===== src/rtl/cdb_arbiter_if.sv =====
// CDB packet type and the producer/arbiter bus bundle.

package cdb_arbiter_pkg;

    // One result broadcast on the common data bus.
    typedef struct packed {
        logic [5:0]  rob_idx;
        logic [31:0] value;
    } cdb_packet_t;

endpackage

interface cdb_arbiter_if #(
    parameter int unsigned N = 6
);
    import cdb_arbiter_pkg::*;

    localparam int unsigned IW = (N > 1) ? $clog2(N) : 1;

    logic [N-1:0]             req_valid;
    cdb_packet_t [N-1:0]      req_pkt;
    logic [N-1:0]             yumi_out;
    cdb_packet_t              cdb_out;
    logic                     cdb_valid;
    logic [IW-1:0]            grant_idx;

    // Producer side.
    modport master (
        output req_valid, req_pkt,
        input  yumi_out, cdb_out, cdb_valid, grant_idx
    );

    // Arbiter side.
    modport slave (
        input  req_valid, req_pkt,
        output yumi_out, cdb_out, cdb_valid, grant_idx
    );

endinterface


===== src/rtl/cdb_arbiter.sv =====
// Common data bus arbiter: aged requesters first, then the fixed-priority
// port, then round-robin; the winner's packet is registered onto the CDB.

module cdb_arbiter
    import cdb_arbiter_pkg::*;
#(
    parameter int unsigned N        = 6,
    parameter int unsigned PRIO_IDX = 4,
    parameter int unsigned AGE_MAX  = 7
) (
    input  logic          clk,
    input  logic          reset,
    input  logic          flush,
    cdb_arbiter_if.slave  bus
);

    localparam int unsigned IW = (N > 1) ? $clog2(N) : 1;
    localparam int unsigned AW = $clog2(AGE_MAX + 1);
    localparam logic [AW-1:0] AGE_SAT = AW'(AGE_MAX);

    logic [IW-1:0] rr_ptr_q, rr_ptr_d;
    logic [AW-1:0] age_q [N];
    logic [AW-1:0] age_d [N];
    logic          cdb_valid_q, cdb_valid_d;
    cdb_packet_t   cdb_out_q, cdb_out_d;
    logic [IW-1:0] grant_idx_q, grant_idx_d;

    logic [N-1:0]  aged_c;
    logic [IW:0]   scan_c;
    logic          gnt_c;
    logic [IW-1:0] gnt_idx_c;

    // First set bit of mask scanning ptr, ptr+1, ... wrapping at N; returns {found, idx}.
    function automatic logic [IW:0] rr_scan(input logic [N-1:0] mask, input logic [IW-1:0] ptr);
        logic          found;
        logic [IW-1:0] idx;
        logic [IW:0]   pos;
        found = 1'b0;
        idx   = '0;
        for (int unsigned k = 0; k < N; k++) begin
            pos = {1'b0, ptr} + (IW+1)'(k);
            if (pos >= (IW+1)'(N)) begin
                pos = pos - (IW+1)'(N);
            end
            if (!found && mask[pos[IW-1:0]]) begin
                found = 1'b1;
                idx   = pos[IW-1:0];
            end
        end
        return {found, idx};
    endfunction

    // Same-cycle grant selection; nothing is granted during reset or flush.
    always_comb begin
        aged_c = '0;
        scan_c = '0;
        for (int unsigned i = 0; i < N; i++) begin
            aged_c[i] = bus.req_valid[i] && (age_q[i] == AGE_SAT);
        end
        if (reset && !flush) begin
            if (|aged_c) begin
                scan_c = rr_scan(aged_c, rr_ptr_q);
            end else if (bus.req_valid[PRIO_IDX]) begin
                scan_c = {1'b1, IW'(PRIO_IDX)};
            end else begin
                scan_c = rr_scan(bus.req_valid, rr_ptr_q);
            end
        end
        gnt_c     = scan_c[IW];
        gnt_idx_c = scan_c[IW-1:0];
    end

    assign bus.yumi_out  = gnt_c ? (N'(1) << gnt_idx_c) : '0;
    assign bus.cdb_out   = cdb_out_q;
    assign bus.cdb_valid = cdb_valid_q;
    assign bus.grant_idx = grant_idx_q;

    // Next-state: CDB load, round-robin pointer advance and per-requester aging.
    always_comb begin
        rr_ptr_d    = rr_ptr_q;
        cdb_valid_d = 1'b0;
        cdb_out_d   = cdb_out_q;
        grant_idx_d = grant_idx_q;
        for (int unsigned i = 0; i < N; i++) begin
            age_d[i] = age_q[i];
        end
        if (flush) begin
            rr_ptr_d = '0;
            for (int unsigned i = 0; i < N; i++) begin
                age_d[i] = '0;
            end
        end else begin
            if (gnt_c) begin
                cdb_valid_d = 1'b1;
                cdb_out_d   = bus.req_pkt[gnt_idx_c];
                grant_idx_d = gnt_idx_c;
                rr_ptr_d    = (gnt_idx_c == IW'(N - 1)) ? '0 : gnt_idx_c + 1'b1;
            end
            for (int unsigned i = 0; i < N; i++) begin
                if ((gnt_c && (gnt_idx_c == IW'(i))) || !bus.req_valid[i]) begin
                    age_d[i] = '0;
                end else if (age_q[i] != AGE_SAT) begin
                    age_d[i] = age_q[i] + 1'b1;
                end
            end
        end
    end

    // State registers with asynchronous clear.
    always_ff @(posedge clk or negedge reset) begin
        if (!reset) begin
            rr_ptr_q    <= '0;
            cdb_valid_q <= 1'b0;
            cdb_out_q   <= '0;
            grant_idx_q <= '0;
            for (int unsigned i = 0; i < N; i++) begin
                age_q[i] <= '0;
            end
        end else begin
            rr_ptr_q    <= rr_ptr_d;
            cdb_valid_q <= cdb_valid_d;
            cdb_out_q   <= cdb_out_d;
            grant_idx_q <= grant_idx_d;
            for (int unsigned i = 0; i < N; i++) begin
                age_q[i] <= age_d[i];
            end
        end
    end

endmodule


===== src/flat_wrapper.sv =====
// flat-port wrapper written by rule: the top's interface ports become plain ports
module cdb_arbiter_flat import cdb_arbiter_pkg::*;
#(
    parameter int unsigned N        = 6,
    parameter int unsigned PRIO_IDX = 4,
    parameter int unsigned AGE_MAX  = 7
)
  (clk, reset, flush, bus_req_valid, bus_req_pkt, bus_yumi_out, bus_cdb_out, bus_cdb_valid, bus_grant_idx);
  cdb_arbiter_if #(.N(N)) bus_i ();
  input  logic clk;
  input  logic reset;
  input  logic flush;
  input wire logic [$bits(bus_i.req_valid)-1:0] bus_req_valid;
  input wire logic [$bits(bus_i.req_pkt)-1:0] bus_req_pkt;
  output wire logic [$bits(bus_i.yumi_out)-1:0] bus_yumi_out;
  output wire logic [$bits(bus_i.cdb_out)-1:0] bus_cdb_out;
  output wire logic [$bits(bus_i.cdb_valid)-1:0] bus_cdb_valid;
  output wire logic [$bits(bus_i.grant_idx)-1:0] bus_grant_idx;
  assign bus_i.req_valid = bus_req_valid;
  assign bus_i.req_pkt = bus_req_pkt;
  assign bus_yumi_out = bus_i.yumi_out;
  assign bus_cdb_out = bus_i.cdb_out;
  assign bus_cdb_valid = bus_i.cdb_valid;
  assign bus_grant_idx = bus_i.grant_idx;
  cdb_arbiter #(.N(N), .PRIO_IDX(PRIO_IDX), .AGE_MAX(AGE_MAX)) u_core (.clk(clk), .reset(reset), .flush(flush), .bus(bus_i));
endmodule

===== config.mk =====
export PLATFORM = sky130hd
export DESIGN_NAME = cdb_arbiter_flat
export DESIGN_NICKNAME = d
export VERILOG_FILES = /design/src/rtl/cdb_arbiter_if.sv /design/src/rtl/cdb_arbiter.sv /design/src/flat_wrapper.sv
export SDC_FILE = /design/constraint.sdc
export NUM_CORES = 1
export LEC_CHECK = 0
export BUFFER_PORTS_ARGS = -buffer_cell sky130_fd_sc_hd__buf_4
export CORE_MARGIN = 1.5
export CORE_UTILIZATION = 30
export DETAILED_ROUTE_END_ITERATION = 8
export GPL_ROUTABILITY_DRIVEN = 0
export GPL_TIMING_DRIVEN = 0
export PLACE_DENSITY = 0.54
export RECOVER_POWER = 100
export SKIP_CTS_REPAIR_TIMING = 1
export SLEW_MARGIN = 20
export SYNTH_ARGS = -nofsm -noshare
export SYNTH_HDL_FRONTEND = slang
export SYNTH_SLANG_ARGS = --single-unit

===== constraint.sdc =====
create_clock -name clk -period 18.55 [get_ports clk]
set_clock_uncertainty 0.1 [all_clocks]
set_input_delay 5.565 -clock clk [delete_from_list [all_inputs] [get_ports clk]]
set_output_delay 5.565 -clock clk [all_outputs]
set_load 0.01 [all_outputs]

==> results.rst <==
.. list-table::
   :header-rows: 1

   * - Metric
     - Value
   * - Number of storage elements in the synthesis netlist
     - 63
   * - Final TNS setup
     - 0 ns
   * - GRT Util Overall
     - 0.235
   * - DRC
     - 0
   * - Routed via count divided by cell count
     - 5.28
   * - Final cell count without fillers
     - ~1.2k
   * - Floorplan die height
     - 144 um
   * - Area leader, netlist
     - sky130_fd_sc_hd__dfrtp_1
   * - Kind of critical path
     - in2out
   * - Count of input and output buffers
     - 282
   * - Sequential cell area in the final layout
     - approximately 1600 sq um
   * - Number of cells in the design after placement
     - 1151
   * - Final HPWL DP
     - 20.2 mm
   * - Number of placement rows
     - 51
   * - Floorplan core area
     - 19400 sq um
   * - Data arrival time at the worst-slack endpoint
     - 10.68 ns
   * - Average cell area after synthesis
     - 9.80 sq um
   * - Ratio of final minimum period to clock period
     - 0.881
   * - Slew at the pin closest to its max-slew limit
     - approximately 2.4 ns
   * - Post-synthesis cell area
     - 5920 sq um
   * - Number of flops mapped to enable cells by yosys
     - 0
   * - Area Growth Syn to Fin
     - 42.2%
   * - Asr flop ratio synth
     - 1.00
   * - Max-cap viol count
     - 1
   * - CTS root buf
     - sky130_fd_sc_hd__clkbuf_16
   * - Post-synthesis sequential area ratio
     - 0.266
   * - Failing checks
     - capacitance limit, slew limit
   * - Amount of wire on met3 after detailed routing
     - between 1.5 and 2 mm
   * - Deepest clock path buffer count
     - 2
   * - Post-DRT Antenna Nets
     - 0
   * - Most common cell in the synthesized netlist
     - sky130_fd_sc_hd__mux2i_1
   * - Violation count after the first detailed-routing iteration
     - between 300 and 400
   * - Ranking of synthesized cells by area
     - sky130_fd_sc_hd__dfrtp_1, sky130_fd_sc_hd__mux2i_1, sky130_fd_sc_hd__mux2_2, sky130_fd_sc_hd__a221o_1, sky130_fd_sc_hd__ha_1
   * - Number of failing setup endpoints in the final timing report
     - 0
   * - Fraction of layout instances using a drive strength above 1
     - 0.373
   * - Via count
     - 6148
   * - Number of global-route vias before repair
     - about 6.2k
   * - Final Hold Violating Endpoints
     - 0
   * - Type of the most critical hold path
     - reg2reg
   * - Net Count, Synth
     - approximately 860
   * - Routed Wire Length
     - around 25 mm
   * - RSZ-0062 raised after global routing
     - false
   * - Leak
     - 3.64 nW
   * - CTS Buf Count
     - 9
   * - Wire length of the first global-routing pass
     - roughly 36 mm
   * - TritonCTS sink count
     - between 60 and 70
   * - Worst hold slack across all endpoints
     - 0.385 ns
   * - Initial Utilization
     - 0.305
   * - Outcome
     - complete, but fails checks
   * - Later-pin clock latency in the skew report
     - between 0.3 and 0.4 ns
   * - Footprint of the multi-input gates
     - 3990 sq um
   * - Pin count of the biggest net entering global routing
     - 65
   * - Post-placement cell area
     - 8370 sq um
   * - Average wire per cell in the routed design
     - 21.1 um
   * - Filler cells
     - about 2k
   * - Number of antenna violations at the first check in global routing
     - 1
   * - Routed met1 length
     - 9.95 mm
   * - Setup crit start kind
     - input port
   * - Deepest level of the CTS H-tree
     - 3
   * - Number of warnings issued by yosys
     - 0
   * - Final max-slew violation count
     - 10
   * - Clk slew on worst S/H paths
     - 0.05 ns
   * - Clock period minus final worst setup slack
     - 16.34 ns
   * - DIE AREA
     - between 20000 and 25000 sq um
   * - Worst Setup End Kind
     - output port
   * - FMAX
     - 61.2 MHz
   * - Layout net count
     - 1157
   * - Worst endpoint required time
     - 12.88 ns
   * - Peak ir drop on the vdd network
     - around 0.040 mV
   * - DR WL met2
     - 12.4 mm
   * - Largest driver fanout on the critical path
     - 10
   * - TritonCTS clock tree
     - done
   * - Synth top area share
     - 0.266
   * - Slew margin rel.
     - -0.604
   * - Length of the first detailed-routing pass in iterations
     - 4
   * - Cell area after layout
     - 8420 sq um
   * - Highest signal layer in the routed design
     - met4
   * - Io pins
     - approximately 290
   * - Power Dens Cells
     - between 70 and 80 nW/um^2
   * - Cell variety after synth
     - 78
   * - Horizontal die dimension
     - about 140 um
   * - Top cell types by occurrence after synthesis
     - sky130_fd_sc_hd__mux2i_1, sky130_fd_sc_hd__dfrtp_1, sky130_fd_sc_hd__mux2_2
   * - Count of mapped cells out of synthesis
     - 604
   * - Residual overflow from global routing
     - 0
   * - R2R setup slack
     - 11.78 ns
   * - Primary FF master, synth
     - sky130_fd_sc_hd__dfrtp_1
==> layout make-up <==
type / count / area share
multi-input cells: 479 / 0.473
repair buffers: 282 / 0.230
flip-flops and latches: 63 / 0.187
well taps: 265 / 0.0394
plain buffers: 52 / 0.0324
clock buffers: 10 / 0.0284
inverters: 10 / 0.00446
clock inverters: 2 / 0.00416
diodes: 2 / 0.000594
==> kinds of logic after synthesis <==
family | Yosys count | share of synthesized area
mux | 145 | 0.260
simple gates | 131 | 0.122
xor+xnor | 13 | 0.0205
buf+inv | 62 | 0.0566
fa+ha+maj | 23 | 0.0486
flops | 63 | 0.266
compound gates | 167 | 0.226
==> critical path, cell delays in order <==
cell                       delay [ns]
sky130_fd_sc_hd__buf_4           0.13
sky130_fd_sc_hd__nand2_1         0.09
sky130_fd_sc_hd__o21ai_0         0.68
sky130_fd_sc_hd__a22oi_1         0.18
sky130_fd_sc_hd__o211ai_1        0.48
sky130_fd_sc_hd__nor3_1          0.20
sky130_fd_sc_hd__and3_1          0.22
sky130_fd_sc_hd__o311ai_0        1.83
sky130_fd_sc_hd__and3_1          0.36
sky130_fd_sc_hd__clkbuf_1        0.33
sky130_fd_sc_hd__buf_2           0.32
sky130_fd_sc_hd__and2_0          0.16
sky130_fd_sc_hd__buf_4           0.12
==> worst paths after layout <==
check / startpoint / to / cells after the start
setup / recovery: bus_req_valid[1] / bus_yumi_out[1] / 13
hold / removal: u_core.bus.grant_idx[1] / u_core.bus.grant_idx[1] / 2
min in group asynchronous: reset / u_core.age_q[8] / 1
hold reg to reg: u_core.bus.grant_idx[1] / u_core.bus.grant_idx[1] / 2
setup reg to reg: u_core.rr_ptr_q[0] / u_core.bus.cdb_out[27] / 17
max in group asynchronous: reset / u_core.bus.cdb_out[23] / 1
==> placed cells by master (no fill, tap or decap), types with 23 or more instances in the layout <==
cell / synthesis / final
sky130_fd_sc_hd__buf_4: 9 / 243
sky130_fd_sc_hd__mux2i_1: 96 / 96
sky130_fd_sc_hd__clkbuf_1: 20 / 75
sky130_fd_sc_hd__dfrtp_1: 63 / 63
sky130_fd_sc_hd__mux2_2: 45 / 45
sky130_fd_sc_hd__o22ai_1: 39 / 39
sky130_fd_sc_hd__a221o_1: 39 / 39
sky130_fd_sc_hd__nor2_1: 29 / 29
sky130_fd_sc_hd__nand2_1: 29 / 29
sky130_fd_sc_hd__ha_1: 23 / 23
==> through the flow <==
step | utilization | setup slack (ns) | power [mW]
finish | 0.434 | 2.21 | 0.613
detailed placement | 0.432 | 3.49 | 0.475
floorplan | - | 4.45 | 0.340
CTS | 0.446 | 3.49 | 0.642
global placement | 0.432 | 3.59 | 0.475
global route | 0.434 | 1.81 | 0.647
==> flip-flops by register name, summed over array words and instances, names as in the netlist <==
name	count
u_core.rr_ptr_q	3
u_core.bus.cdb_out	38
u_core.age_q	18
u_core.bus.grant_idx	3
u_core.bus.cdb_valid	1
==> metal layers <==
layer,vias up,global-route usage
li1,2937,-
met1,2971,0.287
met2,207,0.402
met3,33,0.0620
met4,0,0.0768
met5,-,0
==> where the power goes <==
group          internal, mW  total, mW  switching (mW)
registers             0.167      0.187          0.0207
clock network         0.104      0.164          0.0597
logic                 0.123      0.261           0.138
Note: power is estimated with default switching activity, not from simulation.
